**config.mk**
```make
export PLATFORM = sky130hd
export DESIGN_NAME = key_step_sequencer
export DESIGN_NICKNAME = d
export VERILOG_FILES = /design/src/rtl/key_step_sequencer.sv
export SDC_FILE = /design/constraint.sdc
export NUM_CORES = 1
export LEC_CHECK = 0
export CAP_MARGIN = 0
export CORE_UTILIZATION = 45
export CTS_BUF_LIST = sky130_fd_sc_hd__clkbuf_8 sky130_fd_sc_hd__clkbuf_16
export DETAILED_ROUTE_END_ITERATION = 16
export GPL_TIMING_DRIVEN = 0
export SETUP_SLACK_MARGIN = 0.4
export SYNTH_ARGS = -nofsm -noshare
export SYNTH_HDL_FRONTEND = slang
export SYNTH_SLANG_ARGS = --single-unit
```
**constraint.sdc**
```tcl
create_clock -name CLK50M -period 2.5 [get_ports CLK50M]
set_input_delay 0.25 -clock CLK50M [delete_from_list [all_inputs] [get_ports CLK50M]]
set_output_delay 0.25 -clock CLK50M [all_outputs]
set_load 0.02 [all_outputs]
```
**src/rtl/key_step_sequencer.sv**
```systemverilog
// rtl/key_step_sequencer.sv - single-step / auto-repeat pulse generator for a debounced key
// One step per press, then repeated steps while held and repeat_en is set.
module key_step_sequencer #(
  parameter int HOLD_CYCLES   = 25_000_000,
  parameter int REPEAT_CYCLES = 5_000_000,
  parameter int CNT_W         = 10
) (
  input  logic             CLK50M,
  input  logic             RSTb,
  input  logic             A_clean,
  input  logic             repeat_en,
  input  logic             clr_count,
  output logic             step,
  output logic [CNT_W-1:0] step_count,
  output logic             held
);

  localparam int MAX_CYC = (HOLD_CYCLES > REPEAT_CYCLES) ? HOLD_CYCLES : REPEAT_CYCLES;
  localparam int TMR_W   = (MAX_CYC > 1) ? $clog2(MAX_CYC) : 1;
  localparam logic [TMR_W-1:0] HOLD_LAST = TMR_W'(HOLD_CYCLES - 1);
  localparam logic [TMR_W-1:0] REP_LAST  = TMR_W'(REPEAT_CYCLES - 1);

  typedef enum logic [1:0] {
    ST_IDLE,
    ST_ARMED,
    ST_REPEAT
  } state_t;

  state_t             state_q, state_d;
  logic [TMR_W-1:0]   timer_q, timer_d;
  logic               a_q, a_d;
  logic               step_q, step_d;
  logic               held_q, held_d;
  logic [CNT_W-1:0]   cnt_q, cnt_d;
  logic               press_edge;

  always_comb begin
    a_d        = A_clean;
    press_edge = a_q & ~A_clean;
    state_d    = state_q;
    timer_d    = timer_q;
    step_d     = 1'b0;

    case (state_q)
      ST_IDLE: begin
        if (press_edge) begin
          step_d  = 1'b1;
          timer_d = '0;
          state_d = ST_ARMED;
        end
      end

      ST_ARMED: begin
        if (A_clean) begin
          state_d = ST_IDLE;
          timer_d = '0;
        end else if (timer_q >= HOLD_LAST) begin
          // Timer parks here until repeat is allowed; step_q guard keeps pulses one cycle wide.
          if (repeat_en && !step_q) begin
            step_d  = 1'b1;
            timer_d = '0;
            state_d = ST_REPEAT;
          end
        end else begin
          timer_d = timer_q + 1'b1;
        end
      end

      ST_REPEAT: begin
        if (A_clean) begin
          state_d = ST_IDLE;
          timer_d = '0;
        end else if (!repeat_en) begin
          state_d = ST_ARMED;
          timer_d = '0;
        end else if (timer_q >= REP_LAST) begin
          if (!step_q) begin
            step_d  = 1'b1;
            timer_d = '0;
          end
        end else begin
          timer_d = timer_q + 1'b1;
        end
      end

      default: begin
        state_d = ST_IDLE;
        timer_d = '0;
      end
    endcase

    held_d = (state_d != ST_IDLE);

    // Clear wins over a coincident increment, but the step pulse itself is unaffected.
    if (clr_count) begin
      cnt_d = '0;
    end else if (step_d) begin
      cnt_d = cnt_q + 1'b1;
    end else begin
      cnt_d = cnt_q;
    end
  end

  always_ff @(posedge CLK50M) begin
    if (!RSTb) begin
      state_q <= ST_IDLE;
      timer_q <= '0;
      a_q     <= 1'b0;
      step_q  <= 1'b0;
      held_q  <= 1'b0;
      cnt_q   <= '0;
    end else begin
      state_q <= state_d;
      timer_q <= timer_d;
      a_q     <= a_d;
      step_q  <= step_d;
      held_q  <= held_d;
      cnt_q   <= cnt_d;
    end
  end

  assign step       = step_q;
  assign held       = held_q;
  assign step_count = cnt_q;

endmodule

```
Yosys cells after proc, flatten, opt, wreduce, memory -nomap -nowiden
Index checks and enable logic that the tools add are counted.
W data, S select, Z words.
- input bits: 5
- register bits: 40
- reduce and logical (&&, ||, !) cells: 6
- magnitude comparators: 2
- add/subtract/negate cells: 2
- equality and inequality tests: 5
- bitwise logic cells: 3
- muxes and demuxes: 25
- operators with widths (kind ; count):
    $mux W25 ; 8
    $pmux W25 S3 ; 1
    $add A25 B1 Y25 const B ; 1
    $ge A25 B23 Y1 const B ; 1
    $ge A25 B25 Y1 const B ; 1
    $mux W2 ; 6
    $add A10 B1 Y10 const B ; 1
    $mux W1 ; 8
    $pmux W2 S3 ; 1
    $ne A5 B5 Y1 const B ; 1
    $ne A4 B4 Y1 const B ; 1
    $pmux W1 S3 ; 1
    $reduce_and A3 Y1 ; 1
    $eq A2 B1 Y1 const B ; 1
    $eq A2 B2 Y1 const B ; 1
    $logic_not A2 Y1 ; 1
    $ne A2 B2 Y1 const B ; 1
    $not A1 Y1 ; 2
    $reduce_bool A2 Y1 ; 1
    $reduce_or A2 Y1 ; 1
    $and A1 B1 Y1 ; 1
    $logic_and A1 B1 Y1 ; 1
    $logic_not A1 Y1 ; 1

Depth between registers and ports, before layout
Gate-level depths: netlist (run 1).
- word-level depth: 7
- depth in mapped cells: 10
- gate-level depth less buffers: 9

Least setup slack after synthesis (run 1)
No wires, ideal clock.
- path type: reg-to-reg
- start: register timer_q[6]
- end: register cnt_q[9], in the netlist step_count[9]
- data arrival time: 2.160 ns
- path slack: 0.269 ns
- buffers on the path: 2
- required time: 2.430 ns
- setup time: 0.070 ns
- clock period less this slack: 2.231 ns
- cell stages (with the launch flop): 10
- cells stage by stage: dfxtp_1 > buf_6 > or3_4 > o31a_1 > o32ai_2 > a32o_1 > a31oi_1 > buf_6 > or4_1 > a21oi_1
- word-level cells in the longest chain between the ends: 5
- RTL lines (item ; RTL line ; text):
    start, declared ; 30 ; logic [TMR_W-1:0] timer_q, timer_d;
    start signal, assigned ; 114 ; timer_q <= timer_d;
    $ge A25 B23 Y1 ; 76 ; end else if (timer_q >= REP_LAST) begin
    $mux W1 ; 76 ;
    $mux W1 ; 73 ; end else if (!repeat_en) begin
    $mux W1 ; 70 ; if (A_clean) begin
    $pmux W1 S3 * ; 44 ; case (state_q)
    end signal, assigned ; 118 ; cnt_q <= cnt_d;
    end, declared ; 34 ; logic [CNT_W-1:0] cnt_q, cnt_d;
Every way passes the cells marked *; elsewhere a longest branch is shown, timed or not.
A chain may end at the register's enable or synchronous reset.

Final worst setup path (run 1)
- start: register timer_q[19]
- end: register timer_q[24]
- word-level cells in the longest chain between the ends: 5
- RTL lines (item ; RTL line):
    $add A25 B1 Y25 / $ge A25 B23 Y1 (equally long branches) ; 65, 82, 76
    $mux W25 ; 76
    $mux W25 ; 73
    $mux W25 ; 70
    $pmux W25 S3 ; 44
Several ways; a longest one is shown, not always the timed one.

==> results of run 1 <==
-- final cells by class --
| class | count | share of cell area |
|---|---|---|
| clock inverters | 3 | 0.0250 |
| plain buffers | 19 | 0.0444 |
| multi-input cells | 220 | 0.525 |
| well taps | 70 | 0.0243 |
| clock buffers | 5 | 0.0191 |
| repair buffers | 45 | 0.121 |
| inverters | 9 | 0.00936 |
| flip-flops and latches | 40 | 0.232 |
-- worst register-to-register path: stages, from the launching register on --
cell	delay, ns
dfxtp_2	0.32
buf_6	0.11
a311o_1	0.37
or3_4	0.35
a211oi_4	0.22
o22ai_2	0.17
buf_6	0.18
o31ai_4	0.20
bufbuf_16	0.29
nor2_1	0.04
-- per-stage QoR --
stage / std cells / area [um^2] / power, uW / hold WS [ns]
floorplan: 288 / 2530 / 695 / 0.480
global placement: 373 / 2770 / 714 / 0.471
detailed placement: 373 / 2770 / 714 / 0.489
CTS: 401 / 3260 / 1480 / 0.436
global route: 411 / 3610 / 1510 / 0.501
finish: 411 / 3610 / 1470 / 0.444
-- path summary, 6_finish.rpt --
path | startpoint | endpoint | slack, ns
max | timer_q[19]$_SDFFE_PN0P_ | timer_q[24]$_SDFFE_PN0P_ | 0.16
min | RSTb | a_q$_SDFF_PN0_ | 0.44
max reg2reg | timer_q[19]$_SDFFE_PN0P_ | timer_q[24]$_SDFFE_PN0P_ | 0.16
min reg2reg | timer_q[2]$_SDFFE_PN0P_ | timer_q[2]$_SDFFE_PN0P_ | 0.49
-- timing repair --
action | in CTS | in global routing
setup buffers | 15 | 9
pin swaps | 13 | 41
gates resized for setup | 44 | 75
setup endpoints to repair | 37 | 38
gates cloned | 5 | 1
hold buffers | 0 | 0
hold endpoints to repair | 0 | 0
-- synthesized netlist by cell type, drive strengths merged (6+ instances only) --
master,count
or3,8
dfxtp,40
a22o,6
a21oi,18
inv,9
nand2,18
xnor2,11
nor4,8
ha,6
a211oi,6
o21ai,19
nand3,16
buf,14
nor2,19
and4,6
and3,6
nand4,11
-- registers in the layout (all words and copies together) (netlist names) --
signal / count
a_q: 1
held: 1
timer_q: 25
step: 1
state_q: 2
step_count: 10
-- cell families after synthesis --
kind of cell / Yosys count / synth area share
and+or+nand+nor: 120 / 0.283
AOI/OAI and AO/OA: 80 / 0.240
DFF: 40 / 0.331
buffers and inverters: 28 / 0.0616
xor gates and xnor gates: 11 / 0.0399
adders and majority gates: 6 / 0.0311
muxes: 3 / 0.0129
-- where the power goes --
part           switching [uW]  internal, uW
combinational            46.8          47.3
clock                     243           500
sequential               1.76           629
-- metal layers --
metal | vias up | GRT usage | share of wire
met5 | - | 0 | 0
met3 | 7 | 0.0402 | 0.030
met1 | 1178 | 0.334 | 0.48
met4 | 0 | 0.0494 | 0.0091
met2 | 50 | 0.394 | 0.48
li1 | 1187 | - | -
==> metrics.md, run 1 <==
| Metric | Value |
|---|---|
| Worst path max stage delay | 0.36 ns |
| Synth top area cells | dfxtp_1, xnor2_1, a21oi_1, nand3_1, ha_1 |
| Crit-path cells | buf_6, a311o_1, or3_4, a211oi_4, o22ai_2, buf_6, o31ai_4, bufbuf_16, nor2_1 |
| Worst slew pin tran | 0.560 ns |
| Post-synth top area share | 0.331 |
| MaxCap Viol Count | 0 |
| Syn Nets | 299 |
| Count of cell types in the netlist | 59 |
| IO buf count | 15 |
| # IOs | 17 |
| Critical Path Source Type | flip-flop |
| H-tree depth | 2 |
| Critical path type | flip-flop to flip-flop |
| Most common cell after layout, fill and taps aside | dfxtp_1 |
| Mapped Cells | 288 |
| Slowest cell on the critical path | a311o_1 |
| DRT Wirelength | 6710 um |
| CTS clock-pin slew for the worst setup and hold paths | 0.08 ns |
| Critical path buffers and inverters | 3 |
| Ys async rst share | 0 |
| Dpl hpwl | 4110 um |
| FP Rows | 26 |
| Yosys reg bits | 40 |
| Initial Util | 0.470 |
| Sequential share of the synthesized area | 0.331 |
| Worst skew pair latency | 0.30 ns |
| Total Neg Setup Slack | 0 ns |
| Mean routed wirelength per cell | 16.3 um |
| Synth area leader | dfxtp_1 |
| Final setup fails | 0 |
| Status | complete, no violations |
| Worst vdd ir | 0.259 mV |
| Layout cells sized above 1 | 0.387 |
| Yosys warns | 0 |
| Initial antenna violation count | 0 |
| Crit end category | flip-flop |
| RD Place Congestion | 0.835 |
| Final Skew | 0.00640 ns |
| Post-synth EDFFs | 0 |
| Vias | 2422 |
| Remaining antenna violation count | 0 |
| Root buf cell | clkbuf_8 |
| Vias in the first global route | 2165 |
| Total track usage | 0.241 |
| Crit Path Max Fanout | 5 |
| Overall die width | 75.3 um |
| First-pass GRT wire length | 10500 um |
| Largest delay share family, worst path | compound AO/OA/AOI/OAI gates |
| Synth Area per Inst | 8.39 um^2 |
| Die area | 5670 um^2 |
| Crit path depth | 9 |
| Total gr overflow | 0 |
| CTS Buf Count | 5 |
| Worst Reg-to-Reg Cells | 9 |
| Tmin final | 2.34 ns |
| FF+latch area | 837 um^2 |
| Remaining DRCs | 0 |
| Maximum number of pins on one net before global-route repair | 14 |
| Min-Delay Path Depth | 2 |
| CTS tree | done |
| Vias/cell | 5.89 |
| Max Slew Vio Count | 0 |
| WP data required | 2.69 ns |
| Area growth syn-to-layout | 49.4% |
| Final Hold Fails | 0 |
| CTS sink count | 40 |
| Layout Nets | 351 |
| Worst Hold Class | input port to flip-flop |
| Final Cycle Share | 0.937 |
| Main synth FF type | dfxtp_1 |
| RSZ-0062 raised after global routing | yes |
| Filler instances | 416 |
| Max_slew headroom | 0.627 |
| Die Ht | 75.3 um |
| PD cells | 407 nW/um^2 |
| Ant diodes | 0 |
| Iter 0 DRT Violations | 113 |
| Most frequent cells in the layout | dfxtp_1, buf_4, nand3_1 |
| Pre-CTS setup slack | -0.120 ns |
| Multi-input gate area | 1900 um^2 |
| PnR worst setup slack | 0.157 ns |
| DR pass1 iterations | 4 |
| CTS Buffer Depth | 2 |
| Leak Pwr | 0.00121 uW |
| Critical Path AT | 2.54 ns |
| Max Clk Rate | 0.427 GHz |
| Mapped Area | 2420 um^2 |
| Core Footprint | 5140 um^2 |
| Most numerous cell on the critical path | buf_6 |
| Final Util | 0.702 |
Note: power is estimated with default switching activity, not from simulation.
==> inputs of run 2 (changes only) <==
- PLACE_DENSITY: unset -> 0.68
- SLEW_MARGIN: unset -> 20
==> run 2 against run 1 <==
  * Clock skew up 0.0037 ns
  * Register-to-register slack got worse by 0.05 ns
  * Utilization is 5.7 points lower
  * Cell count shrank 1.7%
  * Non-clock buffer count fell by 7
  * Global-route usage grew 0.29 points
  * Clock-buffer cell count stayed put
  * Critical path depth stayed put
  * Worst hold slack better by 0.034 ns
==> metrics.md, run 2 (synthesized netlist as in run 1, its figures left out) <==
| Metric | Value |
|---|---|
| Crit path depth | 9 |
| # IOs | 17 |
| Total Neg Setup Slack | 0 ns |
| CTS clock-pin slew for the worst setup and hold paths | 0.09 ns |
| Crit Path Max Fanout | 8 |
| Tmin final | 2.39 ns |
| Vias/cell | 5.91 |
| Core Footprint | 5140 um^2 |
| Critical path buffers and inverters | 2 |
| Final Cycle Share | 0.956 |
| Final hold slack | 0.479 ns |
| Largest delay share family, worst path | simple AND/OR/NAND/NOR gates |
| CTS Buffer Depth | 2 |
| Critical path type | flip-flop to flip-flop |
| Die area | 5670 um^2 |
| FF+latch area | 818 um^2 |
| Maximum number of pins on one net before global-route repair | 14 |
| WP data required | 2.75 ns |
| Crit end category | flip-flop |
| Critical Path AT | 2.64 ns |
| Max FFs per register | 25 |
| Iter 0 DRT Violations | 126 |
| Layout cells sized above 1 | 0.308 |
| Most frequent cells in the layout | dfxtp_1, buf_4, nor2_1 |
| RD Place Congestion | 0.836 |
| Cts hold-fix bufs | 0 |
| Final setup fails | 0 |
| Worst slew pin tran | 0.582 ns |
| Slowest cell on the critical path | or4_1 |
| Overall die width | 75.3 um |
| Leak Pwr | 0.00110 uW |
| Mean routed wirelength per cell | 16.5 um |
| Max Slew Vio Count | 0 |
| Layout Nets | 344 |
| First-pass GRT wire length | 10400 um |
| Worst Reg-to-Reg Cells | 9 |
| Min-Delay Path Depth | 2 |
| CTS sink count | 40 |
| Final Hold Fails | 0 |
| Crit-path cells | buf_4, nor4_4, and4_1, a211oi_1, o21ai_1, a31oi_4, buf_6, or4_1, a21oi_1 |
| Worst path max stage delay | 0.46 ns |
| Final Skew | 0.0101 ns |
| MaxCap Viol Count | 0 |
| DR pass1 iterations | 4 |
| Max Clk Rate | 0.418 GHz |
| RSZ-0062 raised after global routing | yes |
| Initial antenna violation count | 0 |
| H-tree depth | 2 |
| Max_slew headroom | 0.606 |
| DRT Wirelength | 6650 um |
| Filler instances | 441 |
| Design Power | 1260 uW |
| Area after DPL | 2770 um^2 |
| Worst vdd ir | 0.227 mV |
| Area growth syn-to-layout | 37.2% |
| Worst Hold Class | input port to flip-flop |
| Multi-input gate area | 1760 um^2 |
| Status | complete, no violations |
| IO buf count | 15 |
| CTS tree | done |
| Remaining DRCs | 0 |
| PD cells | 381 nW/um^2 |
| Die Ht | 75.3 um |
| CTS Buf Count | 5 |
| Root buf cell | clkbuf_8 |
| Total track usage | 0.244 |
| Critical Path Source Type | flip-flop |
| Top reg by flops | timer_q |
| Dpl hpwl | 4100 um |
| Final Util | 0.645 |
| Initial Util | 0.470 |
| Vias | 2388 |
| Vias in the first global route | 2192 |
| Worst skew pair latency | 0.31 ns |
| Fin area | 3320 um^2 |
| Total gr overflow | 0 |
| Remaining antenna violation count | 0 |
| FP Rows | 26 |
| Most common cell after layout, fill and taps aside | dfxtp_1 |
| Ant diodes | 0 |
## run 2: final timing paths
path	startpoint	end	slack, ns
worst max register to register	timer_q[15]$_SDFFE_PN0P_	step_count[9]$_SDFFE_PP0P_	0.11
worst min-delay path	RSTb	state_q[0]$_SDFF_PN0_	0.48
worst max-delay path	timer_q[15]$_SDFFE_PN0P_	step_count[9]$_SDFFE_PP0P_	0.11
worst min register to register	step_count[9]$_SDFFE_PP0P_	step_count[9]$_SDFFE_PP0P_	0.49
## run 2: per-layer routing
layer | up-vias | track usage | wire (um)
li1 | 1182 | - | -
met2 | 65 | 0.389 | 3150
met1 | 1131 | 0.323 | 3090
met3 | 10 | 0.0562 | 318
met5 | - | 0 | 0
met4 | 0 | 0.0864 | 99
## run 2: repair_timing
| action | CTS | global route |
|---|---|---|
| gates cloned | 6 | 0 |
| setup buffers | 15 | 2 |
| pin swaps | 16 | 7 |
| resized for setup | 51 | 21 |
| setup endpoints to repair | 37 | 38 |
## run 2: power by group
part | total, uW | internal, uW | switching [uW] | leakage [uW]
clock network | 546 | 296 | 251 | 0.0000541
logic | 79.7 | 37.3 | 42.4 | 0.000715
registers | 638 | 636 | 1.81 | 0.000328
## run 2: layout make-up
cell class / instances / area share
plain buffers: 19 / 0.0472
well taps: 70 / 0.0264
inverters: 9 / 0.0102
multi-input cells: 220 / 0.531
flip-flops and latches: 40 / 0.247
clock inverters: 3 / 0.0128
clock buffers: 5 / 0.0208
repair buffers: 38 / 0.105
## run 2: metrics by stage
stage	std cells	worst slack (ns)
6_report	404	0.109
5_1_grt	404	0.0214
4_1_cts	402	0.139
3_5_place_dp	373	-0.129
3_3_place_gp	373	-0.0948
2_1_floorplan	288	0.282
==> inputs of run 3 (changes only) <==
- clock period: 2.5 -> 2.3 ns (I/O delays scaled with it)
==> run 3 against run 2 <==
  * Non-clock buffer count is 4 lower
  * Critical path type unchanged
  * Die area unchanged
  * Clock-buffer cell count unchanged
  * Register-to-register slack worse by 0.22 ns
  * The run now ends with setup timing left
  * Sequential power rose by 8.6%
  * Worst hold slack lost 0.022 ns
  * Fmax shrank 0.84%
==> metrics.md, run 3 (synthesized netlist as in run 1, its figures left out) <==
| Metric | Value |
|---|---|
| Crit-path cells | buf_6, a311o_1, or3_4, a211oi_4, o22ai_2, buf_6, buf_8, nor4_4, xnor2_1, nor2_1 |
| Mean routed wirelength per cell | 17.5 um |
| Area after DPL | 2810 um^2 |
| First-pass GRT wire length | 10900 um |
| Layout Nets | 340 |
| Crit Path Max Fanout | 5 |
| Seq pwr share | 0.475 |
| CTS Buf Count | 5 |
| CTS clock-pin slew for the worst setup and hold paths | 0.08 ns |
| CTS Buffer Depth | 2 |
| Overall die width | 75.3 um |
| CTS tree | done |
| Switching power | 302 uW |
| Max FFs per register | 25 |
| Filler instances | 436 |
| Largest delay share family, worst path | compound AO/OA/AOI/OAI gates |
| Violated checks | setup timing |
| Leak Pwr | 0.00110 uW |
| Critical Path AT | 2.60 ns |
| PD cells | 434 nW/um^2 |
| Total track usage | 0.254 |
| Tmin final | 2.41 ns |
| Final Skew | 0.0115 ns |
| Logic pwr share | 0.059 |
| Final Cycle Share | 1.05 |
| Critical Path Source Type | flip-flop |
| Most frequent cells in the layout | dfxtp_1, nor2_1, buf_4 |
| Critical path buffers and inverters | 3 |
| Vias | 2453 |
| Final setup fails | 25 |
| FP Rows | 26 |
| Cts hold-fix bufs | 0 |
| Layout Cells excl Fill | 399 |
| Worst hold start | RSTb |
| RR Startpoint | timer_q[19]$_SDFFE_PN0P_ |
| Crit end category | flip-flop |
| Slowest cell on the critical path | a311o_1 |
| DR pass1 iterations | 5 |
| Status | finished, violations left |
| Worst vdd ir | 0.458 mV |
| Design Power | 1460 uW |
| Final Hold Fails | 0 |
| WL met2 | 3380 um |
| Top reg by flops | timer_q |
| DRT Wirelength | 6990 um |
| Critical path type | flip-flop to flip-flop |
| Worst Hold Class | input port to flip-flop |
| Met3 routed WL | 396 um |
| Initial antenna violation count | 0 |
| Core Footprint | 5140 um^2 |
| Layout cells sized above 1 | 0.301 |
| Max_slew headroom | 0.618 |
| Placed Cells | 373 |
| Met1 WL | 3040 um |
| Iter 0 DRT Violations | 207 |
| Die area | 5670 um^2 |
| Int Power | 1160 uW |
| Remaining antenna violation count | 0 |
| Max Clk Rate | 0.415 GHz |
| Worst slew pin tran | 0.564 ns |
| Total gr overflow | 0 |
| WP data required | 2.49 ns |
| Max Slew Vio Count | 0 |
| MaxCap Viol Count | 0 |
| Worst path max stage delay | 0.38 ns |
| Remaining DRCs | 0 |
| PnR worst setup slack | -0.111 ns |
| Dpl hpwl | 4100 um |
| RD Place Congestion | 0.840 |
| Initial Util | 0.470 |
| Most common cell after layout, fill and taps aside | dfxtp_1 |
| Die Ht | 75.3 um |
| Area growth syn-to-layout | 39.2% |
| Fin area | 3360 um^2 |
| Maximum number of pins on one net before global-route repair | 13 |
| Uppermost layer routed | met4 |
| Vias/cell | 6.15 |
| IO buf count | 15 |
| CTS sink count | 40 |
| Ant diodes | 0 |
| RSZ-0062 raised after global routing | yes |
| Most numerous cell on the critical path | buf_6 |
| H-tree depth | 2 |
| # IOs | 17 |
| Vias in the first global route | 2238 |
| Root buf cell | clkbuf_8 |
| CP Launch Point | timer_q[19]$_SDFFE_PN0P_ |
| Sw Share | 0.206 |
| Worst skew pair latency | 0.30 ns |
| Clk network pwr share | 0.466 |
[run 3: cell types whose count changed in the layout (fill, tap and decap cells not counted), sizes merged]
cell	delta
clkbuf	+1
buf	-5
clkinv	-1
clkinvlp	-1
bufinv	+1
[run 3: through the flow]
step           hold WS [ns]   util  setup WS (ns)  setup TNS (ns)
2_1_floorplan         0.473      -         0.0842               0
3_3_place_gp          0.472  0.546         -0.282           -3.34
3_5_place_dp          0.500  0.546         -0.323           -5.04
4_1_cts               0.429  0.639        -0.0670          -0.843
5_1_grt               0.473  0.654         -0.173           -3.93
6_report              0.456  0.654         -0.111           -1.10
[run 3: what timing repair did]
| item | CTS | global route |
|---|---|---|
| endpoints found under the hold margin | 0 | 0 |
| endpoints found under the setup margin | 39 | 39 |
| resized for setup | 52 | 11 |
| pin swaps | 33 | 5 |
| cloned | 2 | 0 |
| setup buffers | 14 | 3 |
[run 3: final timing paths]
path / to / slack [ns] / cells past startpoint
worst max register to register: timer_q[24]$_SDFFE_PN0P_ / -0.11 / 10
worst min register to register: timer_q[11]$_SDFFE_PN0P_ / 0.50 / 1
worst max-delay path: timer_q[24]$_SDFFE_PN0P_ / -0.11 / 10
worst min-delay path: state_q[0]$_SDFF_PN0_ / 0.46 / 2
[run 3: area by class of cell]
| class | count | area (um^2) | share of cell area |
|---|---|---|---|
| multi-input cells | 220 | 1810 | 0.538 |
| clock inverters | 2 | 60.1 | 0.0179 |
| flip-flops and latches | 40 | 818 | 0.243 |
| well taps | 70 | 87.6 | 0.0261 |
| clock buffers | 5 | 68.8 | 0.0205 |
| inverters | 9 | 33.8 | 0.0100 |
| repair buffers | 34 | 334 | 0.0994 |
| plain buffers | 19 | 150 | 0.0447 |
[run 3: power groups by stage]
stage	combinational [uW]	sequential (uW)	clock (uW)
2_1_floorplan	44.0	713	0
3_3_place_gp	64.3	712	0
3_5_place_dp	64.6	712	0
4_1_cts	83.6	693	688
5_1_grt	91.7	694	721
6_report	86.2	693	681
[run 3: routing by layer]
metal  track usage  up-vias
li1              -     1168
met1         0.332     1170
met2         0.424       93
met3        0.0428       22
met4        0.0905        0
met5             0        -
